===== config.mk =====
export PLATFORM = sky130hd
export DESIGN_NAME = timer_int_ctrl_flat
export DESIGN_NICKNAME = d
export VERILOG_FILES = /design/src/rtl/timer_int_ctrl_pkg.sv /design/src/rtl/timer_int_ctrl_if.sv /design/src/rtl/timer_int_ctrl_prescaler.sv /design/src/rtl/timer_int_ctrl.sv /design/src/flat_wrapper.sv
export SDC_FILE = /design/constraint.sdc
export NUM_CORES = 1
export LEC_CHECK = 0
export CORE_UTILIZATION = 50
export CTS_CLUSTER_SIZE = 14
export DETAILED_ROUTE_END_ITERATION = 10
export PLACE_DENSITY = 0.76
export SETUP_SLACK_MARGIN = 0.4
export SLEW_MARGIN = 20
export SYNTH_ARGS = -nofsm -noshare
export SYNTH_HDL_FRONTEND = slang
export SYNTH_SLANG_ARGS = --single-unit

===== constraint.sdc =====
create_clock -name clk -period 3.9 [get_ports clk]
set_input_delay 0.585 -clock clk [delete_from_list [all_inputs] [get_ports clk]]
set_output_delay 0.585 -clock clk [all_outputs]
set_load 0.1 [all_outputs]

===== src/rtl/timer_int_ctrl_pkg.sv =====
// Shared definitions for the memory-mapped timer: register offsets, CTRL bit
// positions and the default interrupt line.
package timer_int_ctrl_pkg;

  typedef enum logic [1:0] {
    TMR_CTRL = 2'd0,
    TMR_CNT  = 2'd1,
    TMR_CMP  = 2'd2,
    TMR_STAT = 2'd3
  } tmr_reg_e;

  localparam int CTRL_EN     = 0;
  localparam int CTRL_IE     = 1;
  localparam int CTRL_AR     = 2;
  localparam int CTRL_PSC_LO = 4;
  localparam int CTRL_PSC_HI = 7;
  localparam int STAT_PEND   = 0;
  localparam int TMR_INT_BIT = 0;

  // Only EN, IE, AR and PSC are backed by flops; everything else reads 0.
  localparam logic [7:0] CTRL_MASK = 8'hF7;

  function automatic logic [3:0] ctrl_psc(input logic [7:0] ctrl);
    return ctrl[CTRL_PSC_HI:CTRL_PSC_LO];
  endfunction

endpackage


===== src/rtl/timer_int_ctrl_if.sv =====
// CPU data-bus slice seen by the timer: address, write data, write strobe,
// and the combinational read data / select returned to the CPU read mux.
interface timer_int_ctrl_if #(
  parameter int AW = 16,
  parameter int DW = 16
);
  // No handshake: a write completes at the next clk edge whenever
  // sel & mem_ctrl; mem_rd/sel are valid in the same cycle as mem_addr.
  logic [AW-1:0] mem_addr;
  logic [DW-1:0] mem_wd;
  logic          mem_ctrl;
  logic [DW-1:0] mem_rd;
  logic          sel;

  modport master (output mem_addr, mem_wd, mem_ctrl, input mem_rd, sel);
  modport slave  (input mem_addr, mem_wd, mem_ctrl, output mem_rd, sel);
endinterface


===== src/rtl/timer_int_ctrl_prescaler.sv =====
// Prescaler: psc_cnt counts 0..psc while enabled and emits a one-cycle tick
// when it reaches psc; restart forces the count back to 0.
module timer_prescaler (
  input  logic       clk,
  input  logic       rst_n,
  input  logic       en,
  input  logic [3:0] psc,
  input  logic       restart,
  output logic       tick
);

  logic [3:0] psc_cnt;
  logic [3:0] psc_cnt_nxt;

  assign tick = en & (psc_cnt == psc);

  // A lowered PSC below the current count lets psc_cnt run on and wrap mod 16.
  always_comb begin
    psc_cnt_nxt = psc_cnt + 4'd1;
    if (!en || restart || tick) psc_cnt_nxt = 4'd0;
  end

  always_ff @(posedge clk or negedge rst_n) begin
    if (!rst_n) psc_cnt <= 4'd0;
    else        psc_cnt <= psc_cnt_nxt;
  end

endmodule


===== src/rtl/timer_int_ctrl.sv =====
// Memory-mapped timer: CTRL/CNT/CMP/STAT registers, prescaled up-counter with
// compare match, sticky pending flag driving one bit of the CPU int vector.
module timer_int_ctrl
  import timer_int_ctrl_pkg::*;
#(
  parameter int            AW      = 16,
  parameter int            DW      = 16,
  parameter int            INT_W   = 8,
  parameter int            INT_BIT = TMR_INT_BIT,
  parameter logic [AW-1:0] BASE    = 16'hF000
) (
  input  logic                  clk,
  input  logic                  rst_n,
  timer_int_ctrl_if.slave       bus,
  output logic [INT_W-1:0]      int_vec
);

  localparam logic [DW-1:0] CNT_ONE = DW'(1);

  logic [7:0]    ctrl;
  logic [DW-1:0] cnt;
  logic [DW-1:0] cmp;
  logic          pend;

  tmr_reg_e idx;
  logic     wr, ctrl_wr, cnt_wr, cmp_wr, stat_wr;
  logic     tick, hit, restart;

  assign idx      = tmr_reg_e'(bus.mem_addr[1:0]);
  assign bus.sel  = (bus.mem_addr[AW-1:2] == BASE[AW-1:2]);
  assign wr       = bus.sel & bus.mem_ctrl;
  assign ctrl_wr  = wr & (idx == TMR_CTRL);
  assign cnt_wr   = wr & (idx == TMR_CNT);
  assign cmp_wr   = wr & (idx == TMR_CMP);
  assign stat_wr  = wr & (idx == TMR_STAT);

  // Any CNT write restarts the prescale period; so does a CTRL write that
  // clears EN, so psc_cnt is 0 on the same edge EN drops.
  assign restart = cnt_wr | (ctrl_wr & ~bus.mem_wd[CTRL_EN]);
  assign hit     = tick & (cnt == cmp);

  timer_prescaler u_prescaler (
    .clk     (clk),
    .rst_n   (rst_n),
    .en      (ctrl[CTRL_EN]),
    .psc     (ctrl_psc(ctrl)),
    .restart (restart),
    .tick    (tick)
  );

  always_ff @(posedge clk or negedge rst_n) begin
    if (!rst_n) begin
      ctrl <= 8'h00;
      cmp  <= '1;
    end else begin
      if (ctrl_wr) ctrl <= bus.mem_wd[7:0] & CTRL_MASK;
      if (cmp_wr)  cmp  <= bus.mem_wd;
    end
  end

  // CPU write to CNT takes priority over a coincident tick.
  always_ff @(posedge clk or negedge rst_n) begin
    if (!rst_n)       cnt <= '0;
    else if (cnt_wr)  cnt <= bus.mem_wd;
    else if (tick)    cnt <= (hit & ctrl[CTRL_AR]) ? '0 : cnt + CNT_ONE;
  end

  // A match on the same edge as a W1C keeps PEND set.
  always_ff @(posedge clk or negedge rst_n) begin
    if (!rst_n)                                  pend <= 1'b0;
    else if (hit)                                pend <= 1'b1;
    else if (stat_wr && bus.mem_wd[STAT_PEND])   pend <= 1'b0;
  end

  always_comb begin
    bus.mem_rd = '0;
    if (bus.sel) begin
      case (idx)
        TMR_CTRL: bus.mem_rd = {{(DW-8){1'b0}}, ctrl};
        TMR_CNT:  bus.mem_rd = cnt;
        TMR_CMP:  bus.mem_rd = cmp;
        TMR_STAT: bus.mem_rd = {{(DW-1){1'b0}}, pend};
        default:  bus.mem_rd = '0;
      endcase
    end
  end

  always_comb begin
    int_vec          = '0;
    int_vec[INT_BIT] = pend & ctrl[CTRL_IE];
  end

endmodule


===== src/flat_wrapper.sv =====
// flat-port wrapper written by rule: the top's interface ports become plain ports
module timer_int_ctrl_flat import timer_int_ctrl_pkg::*;
#(
  parameter int            AW      = 16,
  parameter int            DW      = 16,
  parameter int            INT_W   = 8,
  parameter int            INT_BIT = TMR_INT_BIT,
  parameter logic [AW-1:0] BASE    = 16'hF000
)
  (clk, rst_n, int_vec, bus_mem_addr, bus_mem_wd, bus_mem_ctrl, bus_mem_rd, bus_sel);
  timer_int_ctrl_if #(.AW(AW), .DW(DW)) bus_i ();
  input  logic clk;
  input  logic rst_n;
  output logic [INT_W-1:0] int_vec;
  input wire logic [$bits(bus_i.mem_addr)-1:0] bus_mem_addr;
  input wire logic [$bits(bus_i.mem_wd)-1:0] bus_mem_wd;
  input wire logic [$bits(bus_i.mem_ctrl)-1:0] bus_mem_ctrl;
  output wire logic [$bits(bus_i.mem_rd)-1:0] bus_mem_rd;
  output wire logic [$bits(bus_i.sel)-1:0] bus_sel;
  assign bus_i.mem_addr = bus_mem_addr;
  assign bus_i.mem_wd = bus_mem_wd;
  assign bus_i.mem_ctrl = bus_mem_ctrl;
  assign bus_mem_rd = bus_i.mem_rd;
  assign bus_sel = bus_i.sel;
  timer_int_ctrl #(.AW(AW), .DW(DW), .INT_W(INT_W), .INT_BIT(INT_BIT), .BASE(BASE)) u_core (.clk(clk), .rst_n(rst_n), .bus(bus_i), .int_vec(int_vec));
endmodule

* After elaboration in Yosys (flattened, before gate mapping) *
Cells that the tools add are included.

storage, ports and cells
  flip-flop bits (word level) = 44
  latch bits = 0
  bits in writable memories = 0
  bits in read-only memories = 0
  bits of input ports = 35
  word-level logic and storage cells = 40
  memories = 0

cells by class
  add/subtract/negate cells = 2
  multiply operators = 0
  divide/modulo/power cells = 0
  $lt $le $gt $ge = 0
  eq/ne operators = 6
  shifts and indexed selects = 0
  multiplexer cells = 8
  bitwise gates (word level) = 12
  reduce and logical (&&, ||, !) cells = 7

operators by type and width
  cell                                                 count
  2-to-1 mux 16 bit                                    4
  case mux 16 bit (4 select lines)                     1
  adder 16 x 1 -> 16 bit, second input constant        1
  equality test 16 bit                                 1
  equality test 14 bit, second input constant          1
  AND 1 bit                                            10
  adder 4 x 1 -> 4 bit, second input constant          1
  equality test 2 bit, second input constant           2
  equality test 4 bit                                  1
  2-to-1 mux 4 bit                                     1
  nonzero test 2 bit                                   2
  equality test 2 x 1 -> 1 bit, second input constant  1
  zero test 2 bit                                      1
  logical OR 1 bit                                     2
  2-to-1 mux 1 bit                                     2
  logical AND 1 bit                                    1
  zero test 1 bit                                      1
  NOT 1 bit                                            1
  bitwise OR 1 bit                                     1

* Logic depth before layout (Yosys ltp) *
Gate-level depths: netlist of run 1.

  word-level depth = 8
  mapped depth = 9

* Modules after synthesis *
Synthesis of run 1 repeated with hierarchy kept, for this count alone.

unflattened totals
  cell total of the unflattened synthesis = 307
  area total of the unflattened synthesis = 2909.0 µm²

modules (own cells, without submodules)
  module           times used  cells an instance  area each (µm²)  sequential area each (µm²)
  timer_int_ctrl   1           284                2651.3           1021.0
  timer_prescaler  1           23                 257.7            100.1

* Worst setup path after synthesis of run 1 *
No wires, ideal clock.

  kind = input to output
  start = input bus_mem_addr[1]
  end = output bus_mem_rd[10]
  arrival = 2.837 ns
  required time = 3.315 ns
  path slack = 0.478 ns
  stages on the path = 5
  path buffers = 2
  cells stage by stage = buf_1 -> nor2b_1 -> clkbuf_1 -> a22oi_1 -> nor2_1

between the ends
  longest elaborated chain between the ends = 3

ends and longest elaborated chain
  what                                         RTL line              source
  from (decl)                                  flat_wrapper.sv:15    input wire logic [$bits(bus_i.mem_addr)-1:0] bus_mem_addr;
  equality test 2 bit (tied with other cells)  timer_int_ctrl.sv:78  case (idx)
  case mux 16 bit (4 select lines) *           timer_int_ctrl.sv:78
  2-to-1 mux 16 bit *                          timer_int_ctrl.sv:77  if (bus.sel) begin
  to (decl)                                    flat_wrapper.sv:18    output wire logic [$bits(bus_i.mem_rd)-1:0] bus_mem_rd;

Every way passes the cells marked *; elsewhere a longest branch is shown, timed or not.

* Worst setup path after layout of run 1 *
  start = input bus_mem_addr[0]
  end = output bus_mem_rd[15]

The elaborated chain is that of the path after synthesis.

==> results of run 1 <==
==> cell usage in the layout, fill, tap and decap left out, types with 2 or more instances in the layout <==
cell type and count:
clkbuf_8 6, xor2_1 4, nor2_1 39, nand4_1 5, conb_1 7, o21ai_0 16
mux2_2 22, ha_1 2, dfrtp_1 28, nand2_1 17, a31oi_1 4, clkdlybuf4s50_1 34
nor2b_1 2, a22oi_1 20, a21oi_1 14, nor3_1 6, clkbuf_1 2, buf_12 15
nor4_1 4, mux2i_1 6, nand3_1 15, and2_1 2, buf_4 7, xnor2_1 18
and3_1 7, inv_1 3, nand4b_1 2, dfstp_2 16
==> cells by family (layout without fill, tap and decap cells) <==
| family | count (synthesis) | after routing | synth area share |
|---|---|---|---|
| compound gates | 59 | 59 | 0.135 |
| xor+xnor | 22 | 22 | 0.0682 |
| fa+ha+maj | 2 | 2 | 0.00885 |
| buf+inv | 29 | 69 | 0.0544 |
| flops | 44 | 44 | 0.397 |
| mux | 30 | 30 | 0.121 |
| other cells | 1 | 7 | 0.00133 |
| simple gates | 111 | 111 | 0.215 |
==> power breakdown <==
group,switching [mW],total [mW],leakage (nW),internal (mW)
registers,0.000738,0.458,0.488,0.457
clock network,0.153,0.298,0.0455,0.145
logic,0.0650,0.107,0.917,0.0422
==> through the flow <==
stage	cells	setup slack [ns]	instance area, sq um	utilization
2_1_floorplan	304	0.478	2850	-
3_3_place_gp	408	0.866	3500	0.640
3_5_place_dp	408	0.828	3500	0.640
4_1_cts	416	0.833	3590	0.656
5_1_grt	416	0.682	3590	0.656
6_report	416	0.809	3590	0.656
==> synth_stat cells, types with 2 or more instances <==
cell type / instances
nor2_1: 39
dfrtp_1: 28
mux2_2: 22
a22oi_1: 20
xnor2_1: 18
nand2_1: 17
dfstp_2: 16
o21ai_0: 16
nand3_1: 15
a21oi_1: 14
clkbuf_1: 8
and3_1: 7
buf_4: 7
buf_2: 6
mux2i_1: 6
nor3_1: 6
nand4_1: 5
a31oi_1: 4
nor4_1: 4
xor2_1: 4
inv_1: 3
and2_1: 2
buf_1: 2
ha_1: 2
nand4b_1: 2
nor2b_1: 2
==> layout make-up <==
class	count	area [sq um]	share of cell area
Multi-Input combinational cell	231	1570	0.438
Sequential cell	44	1120	0.312
Timing Repair Buffer	57	698	0.194
Clock buffer	8	90.1	0.0251
Tap cell	72	90.1	0.0251
Inverter	4	17.5	0.00488
==> sequential cells by signal, summed over array words and instances, names as in the netlist <==
signal / count
u_core.u_prescaler.psc_cnt: 4
u_core.cnt: 16
u_core.cmp: 16
u_core.pend: 1
u_core.ctrl: 7
==> metal layers <==
metal,track usage,wire length [um],vias up,part of all wire
met3,0.0393,567,15,0.078
met5,0,0,-,0
met1,0.345,3070,1220,0.42
li1,-,-,1156,-
met4,0.0981,127,0,0.017
met2,0.416,3500,130,0.48
==> worst paths after layout <==
path	endpoint	slack [ns]	cells past startpoint
setup reg to reg	u_core.cnt[12]	1.29	6
setup / recovery	bus_mem_rd[15]	0.81	6
hold reg to reg	u_core.ctrl[1]	0.54	1
max in group asynchronous	u_core.cnt[1]	2.86	1
hold / removal	u_core.cnt[9]	0.43	1
min in group clk	u_core.ctrl[1]	0.54	1
==> reports/summary.txt, run 1 <==
Outcome: finished clean
Largest delay share family, worst path: buffers and inverters
Most area-consuming cells after synthesis: dfrtp_1, dfstp_2, mux2_2
# setup viols final: 0
Port-buffer cells: 52
Synth Cell Area: 2830 sq um
H-tree level count: 2
Routed len/inst: 17.5 um
Critical Path RT: 3.31 ns
Worst hold path class: input pin to async pin
Die ar.: 5960 sq um
Ant diodes: 0
Synth area leader: dfrtp_1
Setup CP Type: input pin to primary output
Number of CTS-inserted buffers: 5
Part of the cycle the worst path needs: 0.793
Vias in the first global route: 2,423
Max Cap Viol: 0
Io pins: 60
Clock transition at the registers of the reported paths: 0.08 ns
Hold Fails Final Rpt: 0
Synthesized netlist cell count: 298
Antenna violations before repair: 0
Slew headroom: 0.353
Starting density of the core: 0.516
Peak supply drop: 172 uV
Ys Warns: 0
Clock sink count: 44
Drt drc: 0
EDFF count, synth: 0
Core area: 5470 sq um
Largest net degree at the start of global routing: 45
Crit path max-delay cell type: clkdlybuf4s50_1
Fill cells: 441
Crit path max fanout: 11
PostCTS Resize Cnt: 0
Root Driver: clkbuf_8
CTS Hold Bufs: 0
Clock latency at the later pin of the worst-skew pair: 0.30 ns
Syn_area_per_cell: 9.48 sq um
Fraction of layout cells with a size suffix above 1: 0.227
Endpoint type of the worst setup path: primary output
Worst path max stage delay: 0.66 ns
Row count: 27
Die width: 77.2 um
Vias: 2,521
CP Launch Point: bus_mem_addr[0]
Clk_skew: 0.00603 ns
Total power: 863 uW
Count of cell types in the netlist: 49
CTS tree: built
Dominant synthesized flop cell: dfrtp_1
Max Root-Sink Buffers: 2
Total Routed Length: 7260 um
Final slew viol count: 0
Leak pwr: 1.45 nW
Setup TNS: 0 ns
Total grt overflow: 0
Flop and latch count out of synthesis: 44
WP buf/inv: 3
Setup bufs post-CTS: 0
Gr usage total: 0.257
Final ANT Viol Nets: 0
Via/cell ratio: 6.06
Min Hold Slack: 0.429 ns
Critical-path cell list: clkdlybuf4s50_1, nor2b_1, buf_4, a22oi_1, nor2_1, buf_12
Fmax: 323 MHz
Crit path arrival time: 2.51 ns
First-pass DRT Iterations: 8
Async set-reset flop share out of synthesis: 1.00
DRT iter0 DRCs: 179
FF-to-FF Start: u_core.u_prescaler.psc_cnt[2]
Sequential-to-total area share from yosys stat: 0.397
Global-route wire length before repair: 11,900 um
Yosys top cell area share: 0.248
Area Overhead vs Synth: 27.0%
GP Congestion: 0.874
Nets: 380
RSZ-0062 raised after global routing: no
DP Wirelength: 5250 um
Worst setup SP type: input pin
PD cells: 240 nW/um^2
Die height: 77.2 um
Tmin final: 3.09 ns
Actual slew at the worst max-slew pin: 0.970 ns
Note: power is estimated with default switching activity, not from simulation.
==> run 2, diff against run 1 <==
clock period = 2.9 ns   (was 3.9 ns; I/O delays follow)
==> run 2 against run 1 <==
Non-clock buffer count is 13 higher. Clock-buffer cell count is 1 lower. Flip-flop and latch count stayed put. Clock power is 77% higher. Clock skew is 0.00073 ns lower. Worst setup slack worse by 0.37 ns. Critical path depth stayed put. Die area stayed put. Register-to-register slack worse by 0.66 ns. Routed wire length is 7.3% higher. First-iteration DRC count is 76% higher. Sequential share of layout area is 2.2 points lower. Largest cell class unchanged. Largest power group unchanged. Highest routed layer unchanged.
==> reports/summary.txt, run 2 (synthesis results as in run 1) <==
DP Wirelength: 5670 um
Vias: 2,586
Vias in the first global route: 2,485
DP Worst Slack: 0.282 ns
Gr usage total: 0.274
Peak supply drop: 304 uV
Actual slew at the worst max-slew pin: 0.969 ns
WP buf/inv: 3
Starting density of the core: 0.516
Max Cap Viol: 0
DRT iter0 DRCs: 315
Biggest regs: u_core.cmp x16, u_core.cnt x16, u_core.ctrl x7
H-tree level count: 2
Worst path max stage delay: 0.44 ns
Endpoint type of the worst setup path: primary output
Area after DPL: 3710 sq um
Area Overhead vs Synth: 36.8%
Drt drc: 0
Total Routed Length: 7790 um
Worst setup SP type: input pin
Via/cell ratio: 6.03
Die width: 77.2 um
FF-to-FF Start: u_core.cnt[11]
Crit path arrival time: 2.03 ns
Number of CTS-inserted buffers: 5
Largest net degree at the start of global routing: 45
Root Driver: clkbuf_8
Critical-path cell list: clkdlybuf4s50_1, nor4b_4, nand4_4, buf_4, nor2_2, buf_12
Io pins: 60
Antenna violations before repair: 0
Fraction of layout cells with a size suffix above 1: 0.303
PD cells: 335 nW/um^2
Die height: 77.2 um
Critical Path RT: 2.47 ns
Max Root-Sink Buffers: 2
R2r setup slk: 0.63 ns
Tmin final: 2.46 ns
Core area: 5470 sq um
Crit path max fanout: 5
Outcome: finished clean
Clock transition at the registers of the reported paths: 0.08 ns
Ant diodes: 0
Most frequent cells in the layout: clkdlybuf4s50_1, dfrtp_1, nor2_1, mux2_2, a22oi_1
Hold Fails Final Rpt: 0
DP Cell Count: 419
Fin cells: 429
Final ANT Viol Nets: 0
Area of the multi-input gates: 1680 sq um
Clock sink count: 44
Clk_skew: 0.00529 ns
Final slew viol count: 0
Worst setup margin: 0.439 ns
Largest delay share family, worst path: buffers and inverters
GP Congestion: 0.917
Row count: 27
RSZ-0062 raised after global routing: yes
Setup CP Type: input pin to primary output
Total grt overflow: 0
First-pass DRT Iterations: 5
Worst hold path class: input pin to async pin
Most common cell after layout, fill and taps aside: clkdlybuf4s50_1
Reg2reg path depth: 6
R2r endpoint: u_core.cnt[3]
Global-route wire length before repair: 12,600 um
Setup TNS: 0 ns
CTS tree: built
Leak pwr: 1.57 nW
Fill cells: 416
Crit path max-delay cell type: clkdlybuf4s50_1
Clock latency at the later pin of the worst-skew pair: 0.30 ns
Routed len/inst: 18.2 um
Fmax: 406 MHz
Slew headroom: 0.354
Min Hold Slack: 0.286 ns
Part of the cycle the worst path needs: 0.849
Die ar.: 5960 sq um
Nets: 393
Design area: 3870 sq um
# setup viols final: 0
Port-buffer cells: 52
Flip-flop and latch area: 1120 sq um
run 2: cell types whose count changed in the layout (fill, tap and decap cells not counted), moves of 2 or more:
cell	delta
clkdlybuf4s50_1	-3
clkbuf_1	-2
nor2_4	+11
nor2_2	+2
buf_12	+3
nor2_1	-13
buf_4	+11
run 2: cell type report:
class	instances	share of cell area
Sequential cell	44	0.290
Clock buffer	7	0.0249
Inverter	4	0.00453
Timing Repair Buffer	70	0.215
Multi-Input combinational cell	231	0.434
Tap cell	72	0.0233
Clock inverter	1	0.00776
run 2: stage by stage:
stage	utilization	power, mW
floorplan	-	0.706
global placement	0.677	0.775
detailed placement	0.677	0.777
CTS	0.702	1.29
global route	0.707	1.33
finish	0.707	1.29
run 2: how the worst max path moves through the flow:
stage	slack (ns)	cells after the start	to	start
2_1_floorplan	0.08	4	bus_mem_rd[2]	bus_mem_addr[1]
6_report	0.44	6	bus_mem_rd[1]	bus_mem_addr[6]
4_1_cts	0.39	6	bus_mem_rd[10]	bus_mem_addr[6]
3_3_place_gp	0.34	7	u_core.cmp[9]	bus_mem_addr[6]
3_5_place_dp	0.28	7	u_core.cmp[8]	bus_mem_addr[6]
5_1_grt	0.38	6	bus_mem_rd[10]	bus_mem_addr[6]
run 2: metal layers:
metal	wire, um	global-route usage
met5	0	0
met4	89	0.0774
met3	626	0.0476
met2	3870	0.450
met1	3210	0.369
run 2: what timing repair did:
action / 4_1_cts / 5_1_grt
resized for setup: 1 / 3
hold buffers: 0 / 0
pin swaps: 1 / 1
setup buffers: 1 / 1
endpoints found under the setup margin: 11 / 15
run 2: power breakdown:
group | switching (mW) | leakage [nW] | internal (mW)
registers | 0.00110 | 0.488 | 0.615
clock network | 0.222 | 0.0645 | 0.304
logic | 0.0942 | 1.01 | 0.0581
total | 0.317 | 1.57 | 0.977
